[src/rtl/vehicle_light_controller.sv]
// Two-way intersection light controller with queue-sized green times and
// pedestrian-driven green extension of the opposite direction.
module vehicle_light_controller #(
    parameter int MIN_GREEN_CYCLES = 10,
    parameter int MAX_GREEN_CYCLES = 40,
    parameter int EXT_PER_CAR      = 3,
    parameter int YELLOW_CYCLES    = 4,
    parameter int ALL_RED_CYCLES   = 2
) (
    input  logic        clk,
    input  logic        rst,
    input  logic        veh_sensor_ns,
    input  logic        veh_sensor_ew,
    input  logic        pd_button_ns,
    input  logic        pd_button_ew,
    output logic        NS_GREEN,
    output logic        NS_YELLOW,
    output logic        NS_RED,
    output logic        EW_GREEN,
    output logic        EW_YELLOW,
    output logic        EW_RED,
    output logic [31:0] ns_green_delay,
    output logic [31:0] ew_green_delay,
    output logic [2:0]  state,
    output logic [31:0] phase_counter
);

    localparam logic [2:0] S_NS_GRN    = 3'd0;
    localparam logic [2:0] S_NS_YEL    = 3'd1;
    localparam logic [2:0] S_ALL_RED_A = 3'd2;
    localparam logic [2:0] S_EW_GRN    = 3'd3;
    localparam logic [2:0] S_EW_YEL    = 3'd4;
    localparam logic [2:0] S_ALL_RED_B = 3'd5;

    logic [2:0]  state_q, state_d;
    logic [31:0] phase_counter_q, phase_counter_d;
    logic [31:0] ns_delay_q, ns_delay_d;
    logic [31:0] ew_delay_q, ew_delay_d;
    logic [7:0]  q_ns_q, q_ns_d;
    logic [7:0]  q_ew_q, q_ew_d;
    logic        ped_pend_ns_q, ped_pend_ns_d;
    logic        ped_pend_ew_q, ped_pend_ew_d;
    logic        sens_ns_q, sens_ns_prev_q;
    logic        sens_ew_q, sens_ew_prev_q;

    logic [31:0] dur_s;
    logic        phase_last_s;
    logic        enter_ns_s;
    logic        enter_ew_s;
    logic        edge_ns_s;
    logic        edge_ew_s;

    // Queue-sized green, widened to 40 bits so a large queue cannot wrap,
    // then stretched to half the opposite green when a walk is pending.
    function automatic logic [31:0] green_len(input logic [7:0] q, input logic ped,
                                              input logic [31:0] other);
        logic [39:0] len;
        logic [39:0] half;
        len  = 40'(MIN_GREEN_CYCLES) + (40'(q) * 40'(EXT_PER_CAR));
        half = {9'd0, other[31:1]};
        if (len > 40'(MAX_GREEN_CYCLES)) begin
            len = 40'(MAX_GREEN_CYCLES);
        end else begin
            len = len;
        end
        if (ped && (half > len)) begin
            len = half;
        end else begin
            len = len;
        end
        return len[31:0];
    endfunction

    assign NS_GREEN       = (state_q == S_NS_GRN);
    assign NS_YELLOW      = (state_q == S_NS_YEL);
    assign NS_RED         = ~(NS_GREEN | NS_YELLOW);
    assign EW_GREEN       = (state_q == S_EW_GRN);
    assign EW_YELLOW      = (state_q == S_EW_YEL);
    assign EW_RED         = ~(EW_GREEN | EW_YELLOW);
    assign state          = state_q;
    assign phase_counter  = phase_counter_q;
    assign ns_green_delay = ns_delay_q;
    assign ew_green_delay = ew_delay_q;

    assign edge_ns_s  = sens_ns_q & ~sens_ns_prev_q;
    assign edge_ew_s  = sens_ew_q & ~sens_ew_prev_q;
    assign enter_ns_s = (state_q == S_ALL_RED_B) && phase_last_s;
    assign enter_ew_s = (state_q == S_ALL_RED_A) && phase_last_s;

    // Duration of the current state and phase sequencing.
    always_comb begin
        dur_s           = 32'(ALL_RED_CYCLES);
        state_d         = state_q;
        phase_counter_d = phase_counter_q + 32'd1;
        case (state_q)
            S_NS_GRN:              dur_s = ns_delay_q;
            S_EW_GRN:              dur_s = ew_delay_q;
            S_NS_YEL, S_EW_YEL:    dur_s = 32'(YELLOW_CYCLES);
            default:               dur_s = 32'(ALL_RED_CYCLES);
        endcase
        phase_last_s = (phase_counter_q == (dur_s - 32'd1));
        if (state_q > S_ALL_RED_B) begin
            state_d         = S_ALL_RED_B;
            phase_counter_d = 32'd0;
        end else if (phase_last_s) begin
            phase_counter_d = 32'd0;
            case (state_q)
                S_NS_GRN:    state_d = S_NS_YEL;
                S_NS_YEL:    state_d = S_ALL_RED_A;
                S_ALL_RED_A: state_d = S_EW_GRN;
                S_EW_GRN:    state_d = S_EW_YEL;
                S_EW_YEL:    state_d = S_ALL_RED_B;
                default:     state_d = S_NS_GRN;
            endcase
        end else begin
            phase_counter_d = phase_counter_q + 32'd1;
        end
    end

    // Vehicle queues, pedestrian requests and green-duration loading.
    always_comb begin
        q_ns_d        = q_ns_q;
        q_ew_d        = q_ew_q;
        ns_delay_d    = ns_delay_q;
        ew_delay_d    = ew_delay_q;
        ped_pend_ns_d = pd_button_ns | (ped_pend_ns_q & ~enter_ew_s);
        ped_pend_ew_d = pd_button_ew | (ped_pend_ew_q & ~enter_ns_s);
        if (enter_ns_s) begin
            q_ns_d     = 8'd0;
            ns_delay_d = green_len(q_ns_q, ped_pend_ew_q, ew_delay_q);
        end else if (edge_ns_s && !NS_GREEN && (q_ns_q != 8'hFF)) begin
            q_ns_d = q_ns_q + 8'd1;
        end else begin
            q_ns_d = q_ns_q;
        end
        if (enter_ew_s) begin
            q_ew_d     = 8'd0;
            ew_delay_d = green_len(q_ew_q, ped_pend_ns_q, ns_delay_q);
        end else if (edge_ew_s && !EW_GREEN && (q_ew_q != 8'hFF)) begin
            q_ew_d = q_ew_q + 8'd1;
        end else begin
            q_ew_d = q_ew_q;
        end
    end

    // State registers.
    always_ff @(posedge clk or posedge rst) begin
        if (rst) begin
            state_q         <= S_ALL_RED_B;
            phase_counter_q <= 32'd0;
            ns_delay_q      <= 32'(MIN_GREEN_CYCLES);
            ew_delay_q      <= 32'(MIN_GREEN_CYCLES);
            q_ns_q          <= 8'd0;
            q_ew_q          <= 8'd0;
            ped_pend_ns_q   <= 1'b0;
            ped_pend_ew_q   <= 1'b0;
            sens_ns_q       <= 1'b0;
            sens_ns_prev_q  <= 1'b0;
            sens_ew_q       <= 1'b0;
            sens_ew_prev_q  <= 1'b0;
        end else begin
            state_q         <= state_d;
            phase_counter_q <= phase_counter_d;
            ns_delay_q      <= ns_delay_d;
            ew_delay_q      <= ew_delay_d;
            q_ns_q          <= q_ns_d;
            q_ew_q          <= q_ew_d;
            ped_pend_ns_q   <= ped_pend_ns_d;
            ped_pend_ew_q   <= ped_pend_ew_d;
            sens_ns_q       <= veh_sensor_ns;
            sens_ns_prev_q  <= sens_ns_q;
            sens_ew_q       <= veh_sensor_ew;
            sens_ew_prev_q  <= sens_ew_q;
        end
    end

endmodule

[config.mk]
export PLATFORM = sky130hd
export DESIGN_NAME = vehicle_light_controller
export DESIGN_NICKNAME = d
export VERILOG_FILES = /design/src/rtl/vehicle_light_controller.sv
export SDC_FILE = /design/constraint.sdc
export NUM_CORES = 1
export LEC_CHECK = 0
export BUFFER_PORTS_ARGS = -buffer_cell sky130_fd_sc_hd__buf_2
export CORE_UTILIZATION = 50
export CTS_CLUSTER_SIZE = 12
export DETAILED_ROUTE_END_ITERATION = 8
export GPL_TIMING_DRIVEN = 0
export PLACE_DENSITY = 0.73
export SLEW_MARGIN = 15
export SYNTH_ARGS = -nofsm -noshare
export SYNTH_HDL_FRONTEND = slang
export SYNTH_SLANG_ARGS = --single-unit
[constraint.sdc]
create_clock -name clk -period 5.99 [get_ports clk]
set_input_delay 1.198 -clock clk [delete_from_list [all_inputs] [get_ports clk]]
set_output_delay 1.198 -clock clk [all_outputs]
set_load 0.005 [all_outputs]
### Word level (Yosys, flattened, before mapping)

Cells that the tools add are included.

* register bits: 121
* bits in latches: 0
* RAM bits: 0
* memory bits (read-only): 0
* output and inout port bits: 105
* logic and storage cells: 78
* memories: 0

* add/sub/neg operators: 6
* $mul: 2
* div/mod/pow operators: 0
* order comparisons: 5
* eq/ne operators: 8
* shift-type cells: 0
* multiplexer cells: 16
* bitwise gates (word level): 14
* reduce and logical (&&, ||, !) cells: 15

Operators with widths (number)
* two-way mux 32 bit: 4
* one-hot mux 32 bit (3 select lines): 1
* > comparator 31 x 40 -> 1 bit: 2
* two-way mux 40 bit: 2
* adder 32 x 1 -> 32 bit (second input constant): 1
* == test 32 bit: 1
* two-way mux 8 bit: 4
* subtractor 32 x 1 -> 32 bit (second input constant): 1
* adder 4 x 10 -> 11 bit (first input constant): 2
* > comparator 11 x 6 -> 1 bit (second input constant): 2
* two-way mux 11 bit: 2
* multiplier 8 x 2 -> 10 bit (second input constant): 2
* adder 8 x 1 -> 8 bit (second input constant): 2
* inequality test 8 bit (second input constant): 2
* one-hot mux 3 bit (5 select lines): 1
* logical AND 1 bit: 8
* == test 3 x 2 -> 1 bit (second input constant): 2
* == test 3 bit (second input constant): 2
* two-way mux 3 bit: 2
* inverter 1 bit: 6
* nonzero test 2 bit: 3
* bitwise AND 1 bit: 4
* OR 1 bit: 4
* == test 3 x 1 -> 1 bit (second input constant): 1
* other kinds (4): 5

### Depth between registers and ports, before layout

Gate-level depths: netlist of run 1.

* depth in word-level cells: 10
* depth in mapped cells: 24
* depth with buffers taken out: 22

### Worst setup path after synthesis of run 1

Ideal clock, no wire load.

* kind: flip-flop to flip-flop
* start: register q_ns_q[0]
* end: register ns_delay_q[0], in the netlist ns_green_delay[0]
* setup time: 0.125 ns
* data arrival time: 4.431 ns
* data required time: 5.865 ns
* path slack: 1.435 ns
* cell stages (with the launch flop): 23
* buffers on the path: 1
* period minus slack after synthesis: 4.555 ns
* cells stage by stage: dfrtp_1 inv_1 ha_1 inv_1 ha_1 inv_1 fa_1 nor2b_1 o21ai_0 xnor2_1 or3_1 a211oi_1 nand2b_1 ha_1 nor2b_1 o21a_1 o21a_1 o21a_1 o21ai_0 a211o_1 buf_1 mux2_2 mux2_2

* longest elaborated chain between the ends: 8

RTL lines
* start: declaration: RTL line 39 `logic [7:0] q_ns_q, q_ns_d;`
* start signal: assignment: RTL line 166 `q_ns_q <= q_ns_d;`
* multiplier 8 x 2 -> 10 bit *: RTL line 59 `len = 40'(MIN_GREEN_CYCLES) + (40'(q) * 40'(EXT_PER_CAR));`
* adder 4 x 10 -> 11 bit *: RTL line 59
* > comparator 11 x 6 -> 1 bit: RTL line 61 `if (len > 40'(MAX_GREEN_CYCLES)) begin`
* two-way mux 11 bit *: RTL line 61
* two-way mux 40 bit *: RTL line 128 `if (enter_ns_s) begin`
* > comparator 31 x 40 -> 1 bit: RTL line 66 `if (ped && (half > len)) begin`
* logical AND 1 bit: RTL line 66
* two-way mux 32 bit *: RTL line 66
* end signal: assignment: RTL line 151 `ns_delay_q <= 32'(MIN_GREEN_CYCLES);`
* end signal: assignment: RTL line 164 `ns_delay_q <= ns_delay_d;`
* end: declaration: RTL line 37 `logic [31:0] ns_delay_q, ns_delay_d;`

Mark *: on every way between the ends. The rest lies on a longest branch, timed or not. The select of a mux whose other input is x is not followed.
A chain may end at the register's enable or synchronous reset.

### Worst setup path after layout of run 1

Ends and elaborated chain as after synthesis.

==> results.cfg, run 1 <==
[outcome]
outcome = complete, no violations

[detailed_routing]
wl_per_cell_um = 14.9
dr_total_vias = 5014
drtIter0Drc = 334
via_per_inst = 5.39
wl_um = 13900
drtAntennaViolNets = 0
drt_pass1_iterations = 4
drc = 0

[power]
cellPowerDensity_nw_per_um2 = 262
peakVddDrop_mv = 0.227
power_leakage_nw = 3.66

[logic_synthesis]
syn_area_um2 = 6100
ys.flop_type = dfrtp_1
synth_top_cell_by_area = dfrtp_1
synth_common_cells = dfrtp_1, nor2_1, ha_1
synth_edf_count = 0
syn_inst = 656
async_reset_ff_frac = 1.00
synth.distinct_cells = 64
synth_warnings = 0
yosysSeqAreaShare = 0.317
ys_ff_latch = 77
synth_top_cell_area_share = 0.291
syn_area_per_cell_um2 = 9.30
yosys-top-cells-area = dfrtp_1, ha_1, buf_4
synth_most_common_cell = dfrtp_1

[worst_setup_path]
r2r_end = ns_green_delay[0]$_DFFE_PP0N_
crit_family = compound AO/OA/AOI/OAI gates
worstSetupPathType = flip-flop to flip-flop
crit_slowest_cell = dfrtp_1
startpoint = q_ns_q[0]$_DFFE_PP0P_
critical_path_peak_fanout = 9
required_ns = 6.21
startpoint_type = flip-flop
worst_setup_path_end_kind = flip-flop
crit_chain = inv_1 -> ha_1 -> inv_1 -> ha_1 -> inv_1 -> fa_1 -> nor2b_1 -> o21ai_0 -> xnor2_1 -> or3_1 -> a211oi_1 -> nand2b_1 -> ha_1 -> nor2b_1 -> o21a_1 -> o21a_1 -> o21a_1 -> o21ai_0 -> a211o_1 -> buf_1 -> mux2_2 -> mux2_2
rr_worst_depth = 22
worstPathArrival_ns = 5.29
path_buf_inv = 4
reg2reg_from = q_ns_q[0]$_DFFE_PP0P_
r2r_slack_ns = 0.92
cpPeakStageDelay_ns = 0.41

[layout]
fin_nets = 848
drive_gt1_frac = 0.243
nFillCells = 1009
multi_input_area_um2 = 3730
syn2layout_area_growth_pct = 16.6
n_antenna_cell = 0
ff_latch_area_um2 = 1930

[worst_hold_path]
min_from = sens_ns_q$_DFF_PP0_
holdPathEnd = sens_ns_prev_q$_DFF_PP0_
hold_path.class = flip-flop to flip-flop
hold-path-cell-count = 0

[floorplan]
core_region_area_um2 = 11700
pin_count = 111
dieArea_um2 = 12600
start_util = 0.523
rows = 39
die_y_um = 112
die_x_um = 112

[grt]
grt_pass1_vias = 4717
grt_antenna_before_repair = 0
grt_pass1_wl_um = 23200
overflow = 0
grt_max_degree = 45
grt_usage = 0.228

[cts]
cts_tree = built
clk_latency_ns = 0.34
postCtsResizedCells = 0
cts_max_path_buffers = 2
numClockSinks = 77
cts_made_buffers = 9
cts-hold-fix-buffers = 0
h-tree-depth = 3
clk_pin_slew_worst_paths_ns = 0.06
postCtsSetupBuffers = 0
root_buffer = clkbuf_16

[timing]
finalMaxSlewViolations = 0
fin_setup_tns_ns = 0
max_slew_margin = 0.596
period_minus_slack_ns = 5.07
clock_skew_ns = 0.00576
rsz0062_at_grt = false
setup_violations = 0
tightest_slew_ns = 0.600
period_share = 0.847
setup_ws_ns = 0.919
max_freq_ghz = 0.197
finalHoldViolCount = 0

[placement]
dp_hpwl_um = 10600
gp_congestion = 0.862
dp_slack_ns = 0.955
portBuffers = 66

[run]
cap_violations = 0
==> registers in the layout, indices dropped and copies added, names as in the netlist, named ones only <==
signal          cells
phase_counter      32
q_ew_q              8
sens_ew_q           1
q_ns_q              8
ns_green_delay     10
sens_ns_prev_q      1
ew_green_delay     10
state               2
sens_ns_q           1
sens_ew_prev_q      1
ped_pend_ew_q       1
ped_pend_ns_q       1
==> cell type report <==
cell class / count / share of cell area
Sequential cell: 77 / 0.272
Multi-Input combinational cell: 519 / 0.524
Tap cell: 143 / 0.0251
Clock buffer: 10 / 0.0322
Timing Repair Buffer: 67 / 0.0503
Inverter: 44 / 0.0236
Clock inverter: 6 / 0.00897
Buffer: 64 / 0.0640
==> cell usage in the layout, fill, tap and decap left out, types with 7 or more instances in the layout <==
cell / n
nor4_1: 8
dfrtp_1: 71
nand4_1: 18
clkbuf_1: 7
xnor2_1: 36
mux2_2: 17
nand3_1: 27
inv_1: 42
mux2i_1: 13
nor2_1: 61
nand2_1: 37
a31oi_1: 8
clkbuf_16: 9
nor3_1: 14
buf_4: 45
conb_1: 50
nor2b_1: 8
buf_2: 73
and2_1: 27
and3_1: 14
ha_1: 58
xor2_1: 21
o21ai_0: 12
==> report_power, final <==
part	total, mW	leakage [nW]	internal, mW	switching (mW)
Combinational	0.763	2.54	0.342	0.421
Clock	0.541	0.138	0.322	0.219
Sequential	0.560	0.981	0.538	0.0218
==> how the worst max path moves through the flow <==
stage	slack [ns]	cells past startpoint	endpoint
after floorplan	1.43	22	ns_green_delay[0]$_DFFE_PP0N_
after global placement	1.03	22	ns_green_delay[0]$_DFFE_PP0N_
after detailed placement	0.95	22	ns_green_delay[0]$_DFFE_PP0N_
after CTS	0.92	22	ns_green_delay[0]$_DFFE_PP0N_
after global routing	0.47	24	ew_green_delay[2]$_DFFE_PP0N_
final	0.92	22	ns_green_delay[0]$_DFFE_PP0N_
==> kinds of logic (layout without fill, tap and decap cells) <==
kind of cell	after synthesis	count (layout)	synth area share
adders and majority gates	60	60	0.125
DFF	77	77	0.317
buffers and inverters	108	191	0.102
other	2	50	0.00123
AOI/OAI and AO/OA	69	69	0.0861
and+or+nand+nor	253	253	0.234
muxes	30	30	0.0527
xor gates and xnor gates	57	57	0.0818
==> metrics by stage <==
step	hold slack, ns	std cells	util	power, mW	instance area, um^2
6_report	0.369	930	0.610	1.86	7110
5_1_grt	0.378	930	0.610	2.01	7110
4_1_cts	0.373	930	0.610	1.87	7110
3_5_place_dp	0.355	914	0.585	1.32	6820
3_3_place_gp	0.358	913	0.582	1.29	6790
2_1_floorplan	0.346	704	-	1.17	6280
==> per-layer routing <==
| layer | GRT usage | routed length [um] |
|---|---|---|
| met1 | 0.306 | 6420 |
| met2 | 0.373 | 6530 |
| met3 | 0.0416 | 648 |
| met4 | 0.0747 | 264 |
| met5 | 0 | 0 |
Power figures use the tool's default switching activity.
==> run 2, diff against run 1 <==
--- a/config.mk
+++ b/config.mk
@@ -10,7 +10,7 @@
 export CTS_CLUSTER_SIZE = 12
 export DETAILED_ROUTE_END_ITERATION = 8
 export GPL_TIMING_DRIVEN = 0
-export PLACE_DENSITY = 0.73
+export PLACE_DENSITY = 0.76
 export SLEW_MARGIN = 15
 export SYNTH_ARGS = -nofsm -noshare
 export SYNTH_HDL_FRONTEND = slang
==> constraint.sdc (replaced) <==
create_clock -name clk -period 4.6 [get_ports clk]
set_input_delay 0.92 -clock clk [delete_from_list [all_inputs] [get_ports clk]]
set_output_delay 0.92 -clock clk [all_outputs]
set_load 0.005 [all_outputs]
==> run 2 against run 1 <==
Compared with the run above:
- sequential power is 29% higher
- combinational power is 63% higher
- sequential share of layout area is 0.68 points lower
- die area stayed put
==> results.cfg, run 2 (synthesis results as in run 1) <==
[worst_setup_path]
crit_slowest_cell = dfrtp_1
startpoint_type = flip-flop
required_ns = 4.82
cpPeakStageDelay_ns = 0.42
reg2reg_from = q_ns_q[2]$_DFFE_PP0P_
startpoint = q_ns_q[2]$_DFFE_PP0P_
worst_setup_path_end_kind = flip-flop
worstSetupPathType = flip-flop to flip-flop
critical_path_peak_fanout = 4
worstPathArrival_ns = 4.64
crit_chain = ha_1 -> ha_1 -> inv_1 -> fa_2 -> nor2b_1 -> o21ai_1 -> xnor2_1 -> or3_1 -> a211oi_4 -> nand2b_1 -> ha_1 -> nor2b_1 -> o21a_1 -> o21a_1 -> o21a_1 -> o21ai_1 -> a211o_2 -> mux2_2 -> mux2_2

[layout]
mostFrequentLayoutCells = buf_2, dfrtp_1, buf_4
final_cell_area_um2 = 7300
ff_latch_area_um2 = 1930
drive_gt1_frac = 0.281
multi_input_area_um2 = 3810
largest_reg_flops = 32
fin_nets = 862
final_common_cell = buf_2
n_antenna_cell = 0
syn2layout_area_growth_pct = 19.6
nFillCells = 987

[timing]
period_minus_slack_ns = 4.41
finalHoldViolCount = 0
setup_violations = 0
tightest_slew_ns = 0.627
max_freq_ghz = 0.227
fin_setup_tns_ns = 0
finalMaxSlewViolations = 0
period_share = 0.960
max_slew_margin = 0.578
clock_skew_ns = 0.00787

[detailed_routing]
wl_per_cell_um = 15.2
drtAntennaViolNets = 0
dr_total_vias = 5094
via_per_inst = 5.40
drc = 0
drt_pass1_iterations = 5
drtIter0Drc = 324
wl_um = 14400

[power]
cellPowerDensity_nw_per_um2 = 361
power_leakage_nw = 3.75
peakVddDrop_mv = 0.350
power.total_mw = 2.63

[cts]
cts_tree = built
cts_max_path_buffers = 2
numClockSinks = 77
root_buffer = clkbuf_16
cts-hold-fix-buffers = 0
cts_made_buffers = 9
clk_latency_ns = 0.34
clk_pin_slew_worst_paths_ns = 0.06
h-tree-depth = 3

[grt]
grt_usage = 0.230
gr-max-usage-layer = met2
gr-usage-met2 = 0.398
grt_pass1_wl_um = 23300
grt_antenna_before_repair = 0
grt_max_degree = 43
gr-usage-met1 = 0.296
grt_pass1_vias = 4765
overflow = 0
grtUsageMet3 = 0.0427

[floorplan]
rows = 39
dieArea_um2 = 12600
die_x_um = 112
start_util = 0.523
core_region_area_um2 = 11700
die_y_um = 112
pin_count = 111

[outcome]
outcome = complete, no violations

[worst_hold_path]
min_from = sens_ns_q$_DFF_PP0_
hold_path.class = flip-flop to flip-flop

[placement]
portBuffers = 66
place_area_um2 = 6810
gp_congestion = 0.855
dp_hpwl_um = 10900

[run]
cap_violations = 0
-- run 2: cell types whose count changed in the layout (fill, tap and decap cells not counted), sizes merged --
cell and change:
buf +16, inv +1, clkbuf -2, bufinv -1
-- run 2: timing repair --
action                                  CTS  global route
endpoints found under the setup margin   18            18
setup buffers                             2            15
gates resized for setup                   9            15
pin swaps                                 1             7
-- run 2: metrics by stage --
step | util | hold slack, ns | cells | worst slack (ns)
after floorplan | - | 0.346 | 704 | 0.0445
after global placement | 0.582 | 0.357 | 913 | -0.377
after detailed placement | 0.584 | 0.358 | 914 | -0.557
after CTS | 0.612 | 0.371 | 929 | 0.0523
after global routing | 0.626 | 0.377 | 944 | -0.0403
final | 0.626 | 0.370 | 944 | 0.186
-- run 2: final cells by class --
class | count | area share
Clock buffer | 10 | 0.0328
Inverter | 44 | 0.0230
Clock inverter | 6 | 0.00634
Tap cell | 143 | 0.0245
Buffer | 61 | 0.0609
Multi-Input combinational cell | 519 | 0.522
Sequential cell | 77 | 0.265
Timing Repair Buffer | 84 | 0.0655
-- run 2: report_power, final --
group          switching (mW)  total [mW]  internal [mW]
logic                   0.630        1.24          0.612
clock network           0.283       0.666          0.382
registers              0.0241       0.725          0.701
-- run 2: routing by layer --
metal / part of all wire / wire length, um
met3: 0.053 / 763
met1: 0.44 / 6310
met4: 0.011 / 164
met2: 0.50 / 7110
met5: 0 / 0
-- run 2: path summary, 6_finish.rpt --
| check | endpoint | cells after the start | slack (ns) |
|---|---|---|---|
| max reg2reg | ns_green_delay[0]$_DFFE_PP0N_ | 19 | 0.19 |
| min in group asynchronous | phase_counter[9]$_DFF_PP0_ | 2 | 0.60 |
| min reg2reg | sens_ns_prev_q$_DFF_PP0_ | 0 | 0.37 |
| min | sens_ns_prev_q$_DFF_PP0_ | 0 | 0.37 |
| max | ns_green_delay[0]$_DFFE_PP0N_ | 19 | 0.19 |
| max in group asynchronous | state[0]$_DFFE_PP1P_ | 3 | 3.36 |
-- run 2: critical path: cells and delay by family (launching register included) --
kind,cells,cell delay [ns]
XOR/XNOR,1,0.14
adder cells (fa/ha/maj),4,1.13
AO/OA/AOI/OAI,7,1.19
flip-flops,1,0.42
AND/OR/NAND/NOR,4,0.76
buffers and inverters,1,0.07
multiplexers,2,0.58
==> run 3, diff against run 2 <==
--- a/config.mk
+++ b/config.mk
@@ -6,10 +6,12 @@
 export NUM_CORES = 1
 export LEC_CHECK = 0
 export BUFFER_PORTS_ARGS = -buffer_cell sky130_fd_sc_hd__buf_2
+export CAP_MARGIN = 20
 export CORE_UTILIZATION = 50
 export CTS_CLUSTER_SIZE = 12
 export DETAILED_ROUTE_END_ITERATION = 8
 export GPL_TIMING_DRIVEN = 0
+export MAX_ROUTING_LAYER = met4
 export PLACE_DENSITY = 0.76
 export SLEW_MARGIN = 15
 export SYNTH_ARGS = -nofsm -noshare
==> run 3 against run 2 <==
Compared with the run above:
- final cell count rose by 0.11%
- critical endpoint is now ew_green_delay[2]$_DFFE_PP0N_
- utilization grew 0.054 points
- design area hardly changed
- largest cell class unchanged
- wire length decreased by 0.95%
- via count is 1.5% higher
- sequential share of layout area is essentially flat
- total power decreased by 1.5%
- first-iteration DRC count is 25% lower
- non-clock buffer count grew 1
- clock-buffer cell count unchanged
==> results.cfg, run 3 (synthesis results as in run 1) <==
[layout]
drive_gt1_frac = 0.286
n_antenna_cell = 0
final_cell_area_um2 = 7300
post-route-util = 0.626
final_common_cell = buf_2
mostFrequentLayoutCells = buf_2, dfrtp_1, buf_4
fin_cells = 945
syn2layout_area_growth_pct = 19.7
largest_reg_flops = 32
fin_nets = 863

[floorplan]
die_x_um = 112
die_y_um = 112
start_util = 0.523
dieArea_um2 = 12600
rows = 39
pin_count = 111
core_region_area_um2 = 11700

[cts]
numClockSinks = 77
clk_latency_ns = 0.34
root_buffer = clkbuf_16
clk_pin_slew_worst_paths_ns = 0.06
cts-hold-fix-buffers = 0
h-tree-depth = 3
cts_max_path_buffers = 2
cts_tree = built
cts_made_buffers = 9

[power]
cellPowerDensity_nw_per_um2 = 355
power.total_mw = 2.59
peakVddDrop_mv = 0.346
power_leakage_nw = 3.74

[detailed_routing]
drtIter0Drc = 242
drc = 0
via_per_inst = 5.47
drt_pass1_iterations = 5
dr_total_vias = 5172
wl_per_cell_um = 15.0
wl_um = 14200
drtAntennaViolNets = 0

[worst_hold_path]
hold-path-cell-count = 0
hold_path.class = flip-flop to flip-flop

[worst_setup_path]
worstSetupPathType = flip-flop to flip-flop
reg2reg_from = q_ew_q[1]$_DFFE_PP0P_
rr_worst_depth = 21
worst_setup_path_end_kind = flip-flop
r2r_end = ew_green_delay[2]$_DFFE_PP0N_
startpoint_type = flip-flop
cp-endpoint = ew_green_delay[2]$_DFFE_PP0N_
worstPathArrival_ns = 4.66
startpoint = q_ew_q[1]$_DFFE_PP0P_
r2r_slack_ns = 0.16
required_ns = 4.82
critical_path_peak_fanout = 8

[outcome]
outcome = complete, no violations

[timing]
max_freq_ghz = 0.225
finalMaxSlewViolations = 0
period_minus_slack_ns = 4.44
setup_ws_ns = 0.163
period_share = 0.965
finalHoldViolCount = 0
setup_violations = 0
max_slew_margin = 0.601
tightest_slew_ns = 0.593
clock_skew_ns = 0.0119

[placement]
place_inst = 914
gp_congestion = 0.901
portBuffers = 66
dp_slack_ns = -0.562
dp_hpwl_um = 10800
place_area_um2 = 6810

[grt]
grt_pass1_wl_um = 23300
grt_antenna_before_repair = 0
overflow = 0
grt_pass1_vias = 4936
grt_max_degree = 45
grt_usage = 0.237

[run]
cap_violations = 0
run 3: layer usage:
metal  up-vias  global-route usage  routed length (um)
li1       2470                   -                   -
met1      2492               0.294                6250
met2       176               0.386                6840
met3        34              0.0524                 850
met4         0              0.0756                 280
met5         -                   -                   0
run 3: worst min path at each step:
stage / from / to
floorplan: sens_ew_q$_DFF_PP0_ / sens_ew_prev_q$_DFF_PP0_
global placement: sens_ns_q$_DFF_PP0_ / sens_ns_prev_q$_DFF_PP0_
detailed placement: sens_ns_q$_DFF_PP0_ / sens_ns_prev_q$_DFF_PP0_
CTS: sens_ns_q$_DFF_PP0_ / sens_ns_prev_q$_DFF_PP0_
global route: sens_ns_q$_DFF_PP0_ / sens_ns_prev_q$_DFF_PP0_
finish: sens_ns_q$_DFF_PP0_ / sens_ns_prev_q$_DFF_PP0_
run 3: critical path, stage by stage, from the launching register on:
cell       delay [ns]
dfrtp_1          0.42
ha_1             0.31
ha_2             0.17
inv_1            0.06
fa_2             0.37
nor2b_2          0.14
o21ai_2          0.08
a21boi_2         0.17
o2111ai_2        0.12
a311oi_2         0.26
and3_4           0.24
nand2b_1         0.06
ha_1             0.31
nor2b_1          0.14
o31ai_1          0.24
a211oi_1         0.13
a2111oi_2        0.46
nor3_2           0.11
buf_6            0.15
nand2_1          0.06
o31ai_1          0.06
mux2_2           0.26
run 3: cell type report:
| cell class | instances | area, um^2 |
|---|---|---|
| Clock buffer | 10 | 239 |
| Sequential cell | 77 | 1940 |
| Timing Repair Buffer | 84 | 478 |
| Tap cell | 143 | 179 |
| Clock inverter | 6 | 46.3 |
| Multi-Input combinational cell | 519 | 3800 |
| Inverter | 44 | 168 |
| Buffer | 62 | 455 |
| Fill cell | 948 | 4360 |
run 3: per-stage QoR:
step	TNS (ns)	hold slack [ns]
global placement	-2.09	0.357
finish	0	0.369
floorplan	0	0.346
global route	-0.384	0.377
detailed placement	-5.17	0.359
CTS	0	0.372
run 3: power breakdown:
group	internal [mW]	switching, mW	leakage, nW
sequential	0.702	0.0265	0.980
clock	0.382	0.290	0.135
combinational	0.588	0.604	2.63
run 3: timing repair:
item / CTS / global route
gates resized for setup: 8 / 23
setup endpoints to repair: 18 / 18
cloned: 0 / 0
pin swaps: 1 / 12
buffers inserted: 2 / 15
